===== config.mk =====
export PLATFORM = sky130hd
export DESIGN_NAME = ad_ip_jesd204_tpl_adc_pn_mon
export DESIGN_NICKNAME = d
export VERILOG_FILES = /design/src/rtl/ad_ip_jesd204_tpl_adc_pn_mon.sv
export SDC_FILE = /design/constraint.sdc
export NUM_CORES = 1
export LEC_CHECK = 0
export BUFFER_PORTS_ARGS = -buffer_cell sky130_fd_sc_hd__buf_2
export CAP_MARGIN = 0
export CORE_UTILIZATION = 41
export DETAILED_ROUTE_END_ITERATION = 10
export HOLD_SLACK_MARGIN = 0.05
export SETUP_SLACK_MARGIN = 0.1
export SLEW_MARGIN = 20
export SYNTH_ARGS = -nofsm -noshare
export SYNTH_HDL_FRONTEND = slang
export SYNTH_SLANG_ARGS = --single-unit

===== constraint.sdc =====
create_clock -name clk -period 3.95 [get_ports clk]
set_input_delay 0.1975 -clock clk [delete_from_list [all_inputs] [get_ports clk]]
set_output_delay 0.1975 -clock clk [all_outputs]
set_load 0.05 [all_outputs]

===== src/rtl/ad_ip_jesd204_tpl_adc_pn_mon.sv =====
// ad_ip_jesd204_tpl_adc_pn_mon
// Per-channel PN7/PN15 monitor for the JESD204 ADC transport layer.
// Every valid beat is compared against the sequence continued from the
// previous valid beat, so the checker needs no seed. A mismatch only counts
// towards pn_err while the monitor is in sync.
//
// Optional feature: define AD_IP_JESD204_TPL_ADC_PN_ERR_COUNT_EN to build a
// saturating 32-bit mismatch counter on pn_err_count. Without it the port is
// tied to zero.
//
// Beat interface: adc_valid qualifies adc_data/pn_sel in the same cycle. There
// is no ready; the monitor accepts every beat, and cycles with adc_valid low
// are ignored entirely.
module ad_ip_jesd204_tpl_adc_pn_mon #(
    parameter int DATA_PATH_WIDTH      = 4,
    parameter int CONVERTER_RESOLUTION = 16,
    parameter int LOCK_COUNT           = 16,
    parameter int OOS_THRESHOLD        = 4
) (
    input  logic                                            clk,
    input  logic                                            resetn,
    input  logic                                            adc_valid,
    input  logic [DATA_PATH_WIDTH*CONVERTER_RESOLUTION-1:0] adc_data,
    input  logic                                            pn_sel,
    input  logic                                            pn_err_clr,
    output logic                                            pn_oos,
    output logic                                            pn_err,
    output logic [31:0]                                     pn_err_count
);

    localparam int DW = DATA_PATH_WIDTH * CONVERTER_RESOLUTION;
    localparam logic [7:0] LOCK_C = 8'(LOCK_COUNT);
    localparam logic [7:0] OOS_C  = 8'(OOS_THRESHOLD);

    // Two states; pn_oos is a direct decode of the state register so the
    // FSM state is always visible at the port.
    typedef enum logic {
        ST_OOS  = 1'b0,
        ST_SYNC = 1'b1
    } state_t;

    // Stream position i (0 = first bit on the wire) lives in sample i/CR,
    // MSB first inside the sample.
    function automatic int stream_pos(input int i);
        return (i / CONVERTER_RESOLUTION) * CONVERTER_RESOLUTION
             + (CONVERTER_RESOLUTION - 1 - (i % CONVERTER_RESOLUTION));
    endfunction

    // Continue the stream of the previous beat by DW bits. Only the last 7/15
    // bits of prev actually influence the result (they are the LFSR seed).
    function automatic logic [DW-1:0] pn_predict(input logic [DW-1:0] prev,
                                                 input logic          sel);
        logic [2*DW-1:0] st;
        logic [DW-1:0]   pred;
        st   = '0;
        pred = '0;
        for (int i = 0; i < DW; i++) begin
            st[i] = prev[stream_pos(i)];
        end
        for (int i = DW; i < 2 * DW; i++) begin
            st[i] = sel ? (st[i-14] ^ st[i-15]) : (st[i-6] ^ st[i-7]);
        end
        for (int i = 0; i < DW; i++) begin
            pred[stream_pos(i)] = st[DW+i];
        end
        return pred;
    endfunction

    logic          s1_valid;
    logic [DW-1:0] s1_data;
    logic          s1_sel;

    state_t        state_q, state_d;
    logic [7:0]    match_q, match_d;
    logic [7:0]    miss_q, miss_d;
    logic [DW-1:0] prev_q, prev_d;
    logic          have_q, have_d;
    logic          sel_q, sel_d;
    logic          err_q, err_d;
    logic [DW-1:0] predicted;
    logic          beat_match;
    logic          err_set;

    // Stage 1: register the incoming beat and its sequence select.
    always_ff @(posedge clk or negedge resetn) begin
        if (!resetn) begin
            s1_valid <= 1'b0;
            s1_data  <= '0;
            s1_sel   <= 1'b0;
        end else begin
            s1_valid <= adc_valid;
            s1_data  <= adc_data;
            s1_sel   <= pn_sel;
        end
    end

    // Stage 2 next-state: compare, count, and decide lock / loss of lock.
    always_comb begin
        state_d    = state_q;
        match_d    = match_q;
        miss_d     = miss_q;
        prev_d     = prev_q;
        have_d     = have_q;
        sel_d      = sel_q;
        err_set    = 1'b0;
        predicted  = pn_predict(prev_q, s1_sel);
        beat_match = (s1_data == predicted) && (s1_data != '0);

        if (s1_valid) begin
            // Every valid beat becomes the reference for the next one.
            prev_d = s1_data;
            sel_d  = s1_sel;
            have_d = 1'b1;
            if (s1_sel != sel_q) begin
                // New sequence: drop lock, this beat is only a seed.
                state_d = ST_OOS;
                match_d = '0;
                miss_d  = '0;
            end else if (have_q) begin
                case (state_q)
                    ST_OOS: begin
                        if (beat_match) begin
                            if (match_q >= LOCK_C - 8'd1) begin
                                match_d = LOCK_C;
                                miss_d  = '0;
                                state_d = ST_SYNC;
                            end else begin
                                match_d = match_q + 8'd1;
                            end
                        end else begin
                            match_d = '0;
                        end
                    end
                    ST_SYNC: begin
                        if (!beat_match) begin
                            err_set = 1'b1;
                            if (miss_q >= OOS_C - 8'd1) begin
                                miss_d  = OOS_C;
                                match_d = '0;
                                state_d = ST_OOS;
                            end else begin
                                miss_d = miss_q + 8'd1;
                            end
                        end else begin
                            miss_d = '0;
                        end
                    end
                    default: state_d = ST_OOS;
                endcase
            end
        end

        // A new error beats a simultaneous clear.
        if (err_set) begin
            err_d = 1'b1;
        end else if (pn_err_clr) begin
            err_d = 1'b0;
        end else begin
            err_d = err_q;
        end
    end

    // Stage 2 registers: FSM state, counters and the previous-beat reference.
    always_ff @(posedge clk or negedge resetn) begin
        if (!resetn) begin
            state_q <= ST_OOS;
            match_q <= '0;
            miss_q  <= '0;
            prev_q  <= '0;
            have_q  <= 1'b0;
            sel_q   <= 1'b0;
            err_q   <= 1'b0;
        end else begin
            state_q <= state_d;
            match_q <= match_d;
            miss_q  <= miss_d;
            prev_q  <= prev_d;
            have_q  <= have_d;
            sel_q   <= sel_d;
            err_q   <= err_d;
        end
    end

    assign pn_oos = (state_q == ST_OOS);
    assign pn_err = err_q;

`ifdef AD_IP_JESD204_TPL_ADC_PN_ERR_COUNT_EN
    logic [31:0] err_cnt_q;

    // Saturating count of in-sync mismatches; clear has priority.
    always_ff @(posedge clk or negedge resetn) begin
        if (!resetn) begin
            err_cnt_q <= '0;
        end else if (pn_err_clr) begin
            err_cnt_q <= '0;
        end else if (err_set && (err_cnt_q != 32'hFFFF_FFFF)) begin
            err_cnt_q <= err_cnt_q + 32'd1;
        end
    end

    assign pn_err_count = err_cnt_q;
`else
    assign pn_err_count = '0;
`endif

endmodule


==> impl_metrics.toml, run 1 <==
[power_and_ir_drop]
pwr-share-seq_pct = 24.3
power.internal_mw = 2.815
vdd_ir_drop_max_mv = 0.2521
power_density_mw_per_mm2 = 486.0
combPwrFrac_pct = 56.2
p_clk_share_pct = 19.5
p_leak_nw = 4.250
p_sw_mw = 2.051
p_sw_share_pct = 42.15

[floorplanning]
ioPinCount = 103
row_count = 49
die_area_mm2 = 0.01900
coreArea_mm2 = 0.01802
initial_utilization_pct = 41.98
die_y_um = 137.9
die_w_um = 137.9

[cells_and_area]
syn2layout_area_growth_pct = 32.31
final_nets = 1063
layout-drive-gt1-share_pct = 27.28
fin_util_pct = 55.55
nFillCells = 1598

[global_route]
grt_pass1_wl_um = 39680
grt_max_degree = 71
grt_pass1_vias = 6364
grtUsageTotal_pct = 29.62
overflow = 0
antenna_found_initial = 1

[clock_tree]
htree_levels = 3
root_buffer = "clkbuf_16"
cts_inserted_buffers = 9
path_clk_slew_ns = 0.09
clock-sinks = 101
cts_tree = "yes"
worstSkewPairLatency_ns = 0.37
clock_path_buffers = 2

[routing]
wl_per_cell_um = 22.03
vias_per_cell = 5.469
drcViolationCount = 0
firstDrtPassIters = 6
ant_nets = 0
finalWirelength_um = 27040
vias = 6711
drt_iter0_drc = 691

[timing]
hold_viol_final = 0
fin_crit_ns = 3.786
rsz0062_at_grt = "no"
setup_tns_ns = 0
slew_headroom_pct = 42.23
max_slew.worst_pin.slew_ns = 0.8665
setup_viol = 0
final_max_slew_viol_count = 0
period_share_pct = 95.85
clock_skew_ns = 0.01128
fmax_ghz = 0.2641

[yosys]
synth_seq_area_share_pct = 33.40
synthFlopType = "dfrtp_1"
synth.area.mux_share_pct = 4.216
syn_area_mm2 = 0.007567
synth.distinct_cells = 71
avgSynthCellArea_um2 = 9.739
synth_seq_cells = 101
synth_edf_count = 0
synth_top_family_by_area = "XOR/XNOR gates"
yosysWarnings = 0
synth_xor_area_share_pct = 29.98
synth_fa_ha_area_share_pct = 0.3307
synth-compound-area-share_pct = 12.60
async_reset_ff_share_pct = 100.0
syn_inst = 777
synth_simple_gate_area_share_pct = 12.43

[setup_path]
crit_type = "register to register"
critical-path-top-delay-family = "XOR/XNOR gates"
cp-end-kind = "register"
cp_cell_sequence = "buf_4, xnor3_1, o21ai_1, xor2_2, buf_4, xor2_1, o21ai_0, xor2_1, a21boi_0, and3_1, and4_1, nand4_1, a21boi_1, o21ai_2, buf_4, mux2_2"
worstPathRequired_ns = 4.20
cpMostUsedCell = "buf_4"
cp-start-kind = "register"
critical_path.max_stage_delay_ns = 0.52
arrival_ns = 4.04
path_buf_inv = 3
cp_max_fo = 8
crit_path_top_delay_cell = "xor2_2"
r2r_slack_ns = 0.16

[place]
gp_congestion = 1.021
hpwl_um = 20480
io_buffers = 70

[outcome]
status = "finished clean"

[run]
cap_violations = 0

[hold_path]
worstHoldPathType = "input pin to register"
[area by class of cell]
type / instances / area [um2] / area share (%)
diodes: 1 / 2.502 / 0.02499
clock buffers: 9 / 225.2 / 2.249
clock inverters: 7 / 93.84 / 0.9373
inverters: 13 / 48.80 / 0.4874
multi-input cells: 619 / 4877 / 48.71
flip-flops and latches: 101 / 2536 / 25.33
well taps: 229 / 286.5 / 2.862
repair buffers: 248 / 1942 / 19.40
[worst register-to-register path: cells and delay by family (launching register included)]
kind | cells | cell delay [ns]
flip-flops | 1 | 0.48
AO/OA/AOI/OAI | 5 | 0.78
multiplexers | 1 | 0.26
buffers and inverters | 3 | 0.56
AND/OR/NAND/NOR | 3 | 0.56
XOR/XNOR | 4 | 1.02
[cell usage in the layout (no fill, tap or decap), types with 5 or more instances in the layout]
cell type	synthesis	final
xnor2_1	144	131
a31oi_1	8	8
a21oi_1	26	26
xnor3_1	6	5
xnor2_2	12	21
o21ai_0	38	37
mux2i_1	15	13
buf_12	0	6
nand3_1	8	8
and3_1	5	5
conb_1	1	32
mux2_2	13	12
nand2_1	57	57
dlygate4sd3_1	0	68
inv_1	13	13
nor3_1	16	16
xnor2_4	3	7
buf_2	12	69
xor2_2	1	8
and2_1	10	10
nand4_1	11	11
xor2_1	60	53
nor2_1	34	33
a21boi_0	6	6
clkbuf_16	0	9
nor4_1	24	23
a2111oi_2	0	5
a221oi_1	5	5
buf_4	41	103
dfrtp_1	101	96
[synthesized netlist by cell type (5+ instances only)]
cell | n | area (um2)
mux2_2 | 13 | 146.4
nand3_1 | 8 | 40.04
inv_1 | 13 | 48.80
a31oi_1 | 8 | 50.05
xor2_1 | 60 | 525.5
clkbuf_1 | 11 | 41.29
mux2i_1 | 15 | 150.1
nor4_1 | 24 | 150.1
xnor2_2 | 12 | 195.2
xnor2_1 | 144 | 1261
xnor3_1 | 6 | 135.1
o21ai_0 | 38 | 190.2
a21boi_0 | 6 | 45.04
nand4_1 | 11 | 68.82
buf_1 | 7 | 26.28
buf_4 | 41 | 307.8
nor3_1 | 16 | 80.08
nor2_1 | 34 | 127.6
and3_1 | 5 | 31.28
a2111oi_0 | 5 | 43.79
buf_2 | 12 | 60.06
nand2_1 | 57 | 214.0
a221oi_1 | 5 | 43.79
dfrtp_1 | 101 | 2527
a21oi_1 | 26 | 130.1
and2_1 | 10 | 62.56
[cell families after synthesis]
| group | after synthesis |
|---|---|
| multiplexers | 29 |
| XOR/XNOR | 228 |
| flip-flops | 101 |
| adder cells (fa/ha/maj) | 2 |
| buffers and inverters | 88 |
| AND/OR/NAND/NOR | 186 |
| other | 1 |
| AO/OA/AOI/OAI | 142 |
[state kept, by name, summed over array words and instances (netlist names)]
register / count
have_q: 1
match_q: 8
miss_q: 8
pn_err: 1
prev_q: 15
s1_data: 64
s1_sel: 1
s1_valid: 1
sel_q: 1
state_q: 1
[power groups by stage]
stage	sequential (mW)	combinational, mW	clock (mW)
5_1_grt	1.19	2.90	1.01
2_1_floorplan	1.14	1.67	0
6_report	1.18	2.73	0.947
4_1_cts	1.18	2.51	0.974
3_3_place_gp	1.20	2.44	0
3_5_place_dp	1.20	2.42	0
[what timing repair did]
action                     in CTS  in global routing
hold endpoints to repair      136                  0
hold buffers                   68                  0
setup endpoints to repair      15                 16
gates resized for setup         5                 43
pin swaps                       1                 10
setup buffers                   0                 14
[through the flow]
step | hold WS (ns) | instances | instance area, um2 | power [mW] | setup slack (ns)
final | 0.4552 | 1227 | 10010 | 4.866 | 0.1638
after global routing | 0.4589 | 1226 | 10010 | 5.094 | 0.06055
after CTS | 0.4522 | 1212 | 9683 | 4.663 | 0.1181
after detailed placement | 0.3068 | 1128 | 8642 | 3.621 | 0.03476
after global placement | 0.3048 | 1128 | 8642 | 3.638 | 0.01363
after floorplan | -0.09809 | 808 | 7684 | 2.808 | 0.4727
[per-layer routing]
| layer | global-route usage [%] | wire (um) | share of wire [%] |
|---|---|---|---|
| met4 | 14.13 | 1227 | 4.5 |
| met5 | 0 | 0 | 0 |
| met1 | 42.13 | 11860 | 44 |
| met3 | 6.908 | 2496 | 9.2 |
| met2 | 42.00 | 11450 | 42 |
[worst paths after layout]
| path | start | endpoint | cells past startpoint |
|---|---|---|---|
| min in group asynchronous | resetn | s1_data[51] | 2 |
| min | adc_data[0] | s1_data[0] | 2 |
| max reg2reg | prev_q[49] | miss_q[0] | 16 |
| max in group asynchronous | resetn | prev_q[60] | 3 |
| max | prev_q[49] | miss_q[0] | 16 |
| min reg2reg | miss_q[7] | miss_q[7] | 1 |
(Power assumes the default switching activity.)
==> inputs of run 2 (changes only) <==
Settings changed: CORE_ASPECT_RATIO set to 0.8.
==> impl_metrics.toml, run 2 (synthesis gave the netlist of run 1 again) <==
[timing]
period_share_pct = 93.72
max_slew.worst_pin.slew_ns = 1.107
fmax_ghz = 0.2701
slew_headroom_pct = 25.54
hold_viol_final = 0
final_max_slew_viol_count = 0
setup_viol = 0
fin_crit_ns = 3.702
timing.final.ws_setup_ns = 0.2480
rsz0062_at_grt = "no"
clock_skew_ns = 0.01246
holdWs_ns = 0.4320

[clock_tree]
cts_tree = "yes"
clock_path_buffers = 2
cts_inserted_buffers = 9
clock-sinks = 101
htree_levels = 3
root_buffer = "clkbuf_16"
path_clk_slew_ns = 0.08
worstSkewPairLatency_ns = 0.37

[routing]
firstDrtPassIters = 5
wl_per_cell_um = 22.80
finalWirelength_um = 27680
drt_iter0_drc = 818
vias_per_cell = 5.540
ant_nets = 0
drcViolationCount = 0
vias = 6725

[hold_path]
worstHoldPathType = "input pin to asynchronous set/reset pin"

[cells_and_area]
layoutNonFillerInstCount = 1214
final_common_cell = "xnor2_1"
diodes = 0
top_regs = "s1_data: 64 flops, prev_q: 15 flops"
largest_reg_flops = 64
nFillCells = 1603
regMostFlops = "s1_data"
final_cell_mix = "xnor2_1 (133), dfrtp_1 (97), buf_4 (92)"
final_nets = 1050
design_area_mm2 = 0.009834
layout-drive-gt1-share_pct = 25.30
syn2layout_area_growth_pct = 29.96

[floorplanning]
die_w_um = 153.9
row_count = 44
die_area_mm2 = 0.01901
ioPinCount = 103
initial_utilization_pct = 41.78
coreArea_mm2 = 0.01811
die_y_um = 123.5

[power_and_ir_drop]
p_leak_nw = 4.154
fin_total_pwr_mw = 4.789
vdd_ir_drop_max_mv = 0.2181
power_density_mw_per_mm2 = 487.0

[run]
cap_violations = 0

[setup_path]
cp-start-kind = "register"
cp_max_fo = 8
crit_type = "register to register"
cp-end-kind = "register"
arrival_ns = 3.96
worstPathRequired_ns = 4.21

[global_route]
grt_max_degree = 56
antenna_found_initial = 0
overflow = 0
grt_pass1_wl_um = 40610
grtUsageTotal_pct = 30.08
grt_pass1_vias = 6378

[place]
dpl_cell_area_mm2 = 0.008551
io_buffers = 70
hpwl_um = 21160
place_inst = 1120
place_ws_ns = -0.02170
gp_congestion = 1.009

[outcome]
status = "finished clean"
==> run 2: cell types whose count changed in the layout (fill, tap and decap cells not counted), sizes merged <==
cell	delta
clkinv	-4
buf	-13
clkinvlp	+1
diode	-1
inv	+3
==> run 2: layout make-up <==
class                   instances  area [um2]  share of cell area, %
clock buffers                   9       225.2                  2.290
clock inverters                 7       68.82                 0.6997
inverters                      13       48.80                 0.4962
multi-input cells             619        4841                  49.22
flip-flops and latches        101        2535                  25.78
well taps                     230       287.8                  2.926
repair buffers                235        1828                  18.59
==> run 2: power by group <==
group / internal (mW) / leakage, nW / switching [mW]
logic: 1.23 / 2.79 / 1.46
clock network: 0.446 / 0.143 / 0.462
registers: 1.08 / 1.22 / 0.103
==> run 2: path summary, 6_finish.rpt <==
| path | start | end | slack (ns) | depth (start not counted) |
|---|---|---|---|---|
| max in group asynchronous | resetn | prev_q[48] | 2.42 | 3 |
| min reg2reg | miss_q[6] | miss_q[6] | 0.48 | 1 |
| min in group clk | adc_data[28] | s1_data[28] | 0.46 | 2 |
| max reg2reg | prev_q[52] | miss_q[0] | 0.25 | 15 |
| max | prev_q[52] | miss_q[0] | 0.25 | 15 |
| min | resetn | s1_data[53] | 0.43 | 2 |
==> run 2: layer usage <==
| layer | global-route usage (%) | share of wire [%] | vias up |
|---|---|---|---|
| met1 | 42.01 | 44 | 3227 |
| li1 | - | - | 3028 |
| met4 | 11.13 | 2.8 | 0 |
| met5 | 0 | 0 | - |
| met2 | 42.90 | 41 | 421 |
| met3 | 9.989 | 12 | 49 |
==> run 2: per-stage QoR <==
step	setup TNS (ns)	util [%]
after CTS	0	52.83
after global placement	-1.215	47.21
after floorplan	0	-
final	0	54.30
after global routing	0	54.30
after detailed placement	-0.02170	47.21
==> run 2: repair_timing <==
action	4_1_cts	5_1_grt
resized for setup	6	31
pin swaps	2	9
hold endpoints to repair	121	0
hold buffers	68	0
endpoints found under the setup margin	15	18
gates cloned	0	0
buffers inserted	1	9
==> run 2: worst max-delay path, cell delays in order, from the launching register on <==
cell and delay, ns:
dfrtp_2 0.46, buf_4 0.21, xnor2_4 0.30, buf_4 0.17
buf_4 0.14, xnor2_1 0.16, xnor2_1 0.09, a211oi_1 0.30
o2111ai_1 0.24, a2111oi_2 0.27, nand4_1 0.19, nor4_4 0.33
nand4_1 0.13, a21boi_1 0.19, o21ai_2 0.12, mux2_2 0.30
==> inputs of run 3 (changes only) <==
Settings changed: CORE_MARGIN set to 1.5.
==> impl_metrics.toml, run 3 (synthesis gave the netlist of run 1 again) <==
[routing]
ant_nets = 0
vias_per_cell = 5.545
firstDrtPassIters = 5
wl_per_cell_um = 22.76
drcViolationCount = 0
finalWirelength_um = 27610
drt_iter0_drc = 960
vias = 6726

[power_and_ir_drop]
power.internal_mw = 2.824
fin_total_pwr_mw = 4.861
p_sw_share_pct = 41.90
combPwrFrac_pct = 55.5
p_sw_mw = 2.037
p_leak_nw = 4.131
p_clk_share_pct = 20.2
pwr-share-seq_pct = 24.3
power_density_mw_per_mm2 = 496.1
vdd_ir_drop_max_mv = 0.2447

[place]
hpwl_um = 21220
io_buffers = 70
place_ws_ns = 0.1820
gp_congestion = 1.021
dpl_cell_area_mm2 = 0.008583

[cells_and_area]
seqCellArea_mm2 = 0.002535
nFillCells = 1637
top_regs = "s1_data: 64 flops, prev_q: 15 flops"
diodes = 0
design_area_mm2 = 0.009798
largest_reg_flops = 64
final_nets = 1049
final_common_cell = "xnor2_1"
syn2layout_area_growth_pct = 29.48
regMostFlops = "s1_data"
final_cell_mix = "xnor2_1 (137), dfrtp_1 (97), buf_4 (93)"
multiInputGateArea_mm2 = 0.004802
layout-drive-gt1-share_pct = 25.03

[global_route]
grt_pass1_wl_um = 41140
grt_pass1_vias = 6446
antenna_found_initial = 0
grt_max_degree = 69
grtUsageTotal_pct = 29.32
overflow = 0

[timing]
setup_tns_ns = 0
holdWs_ns = 0.4629
fin_crit_ns = 3.737
max_slew.worst_pin.slew_ns = 1.034
period_share_pct = 94.60
setup_viol = 0
slew_headroom_pct = 30.45
clock_skew_ns = 0.01124
final_max_slew_viol_count = 0
fmax_ghz = 0.2676
hold_viol_final = 0
rsz0062_at_grt = "no"
timing.final.ws_setup_ns = 0.2134

[setup_path]
critical_path.max_stage_delay_ns = 0.56
cp_max_fo = 8
worstPathRequired_ns = 4.20
cp_cell_sequence = "xor2_1, xnor3_2, mux2i_4, xnor2_2, xor2_1, xnor2_1, o221ai_1, a311o_1, nor4_4, nand4_1, a21boi_1, o21ai_2, mux2_4"
crit_type = "register to register"
cp-start-kind = "register"
arrival_ns = 3.99
cpMostUsedCell = "xor2_1"
cp-end-kind = "register"
crit_path_top_delay_cell = "dfrtp_1"

[clock_tree]
clock-sinks = 101
cts_tree = "yes"
cts_inserted_buffers = 9
worstSkewPairLatency_ns = 0.37
root_buffer = "clkbuf_16"
htree_levels = 3
clock_path_buffers = 2
path_clk_slew_ns = 0.08

[outcome]
status = "finished clean"

[floorplanning]
die_y_um = 124.5
die_area_mm2 = 0.01929
die_w_um = 154.9
initial_utilization_pct = 41.78
ioPinCount = 103
coreArea_mm2 = 0.01811
row_count = 44

[run]
cap_violations = 0

[hold_path]
worstHoldPathType = "input pin to register"
run 3: cell count changes in the layout (fill, tap and decap cells not counted), moves of 2 or more:
cell     before  now
xnor2_1     133  137
mux2_2       13   11
o21ai_1       3    1
buf_12        5    3
xnor2_2      18   16
mux2_4        0    2
xnor2_4       8    6
run 3: worst paths after layout:
kind                         startpoint          end  slack [ns]  cells past startpoint
max                          prev_q[61]    miss_q[0]        0.21                     13
max reg2reg                  prev_q[61]    miss_q[0]        0.21                     13
max in group asynchronous        resetn   prev_q[48]        2.50                      3
min reg2reg                   miss_q[7]    miss_q[7]        0.49                      1
min                        adc_data[10]  s1_data[10]        0.46                      2
min in group asynchronous        resetn  s1_data[41]        0.50                      2
run 3: metrics by stage:
step / utilization (%) / std cells
floorplan: - / 808
global placement: 47.39 / 1126
detailed placement: 47.39 / 1126
CTS: 52.94 / 1210
global route: 54.10 / 1213
finish: 54.10 / 1213
run 3: power groups by stage:
stage | combinational (mW) | clock (mW) | sequential [mW]
floorplan | 1.67 | 0 | 1.14
global placement | 2.45 | 0 | 1.20
detailed placement | 2.43 | 0 | 1.20
CTS | 2.50 | 0.994 | 1.18
global route | 2.84 | 1.05 | 1.19
finish | 2.70 | 0.980 | 1.18
run 3: metal layers:
metal | part of all wire [%] | up-vias | GRT usage [%]
li1 | - | 3029 | -
met1 | 45 | 3241 | 44.32
met2 | 41 | 407 | 40.62
met3 | 12 | 49 | 7.550
met4 | 2.8 | 0 | 8.597
met5 | 0 | - | 0
run 3: critical path, delay by kind of cell (launching register included):
kind            cells  cell delay, ns
mux                 2            0.47
simple gates        2            0.46
xor+xnor            5            1.28
compound gates      4            0.84
flops               1            0.56
run 3: area by class of cell:
cell class                      count  share of cell area (%)
Clock buffer                        9                   2.299
Clock inverter                      7                   1.022
Inverter                           13                  0.5363
Multi-Input combinational cell    619                   49.01
Sequential cell                   101                   25.87
Tap cell                          230                   2.937
Timing Repair Buffer              234                   18.32
run 3: repair_timing:
action | in CTS | in global routing
hold buffers | 68 | 0
endpoints found under the setup margin | 0 | 18
hold endpoints to repair | 134 | 0
setup buffers | 0 | 3
gates resized for setup | 0 | 34
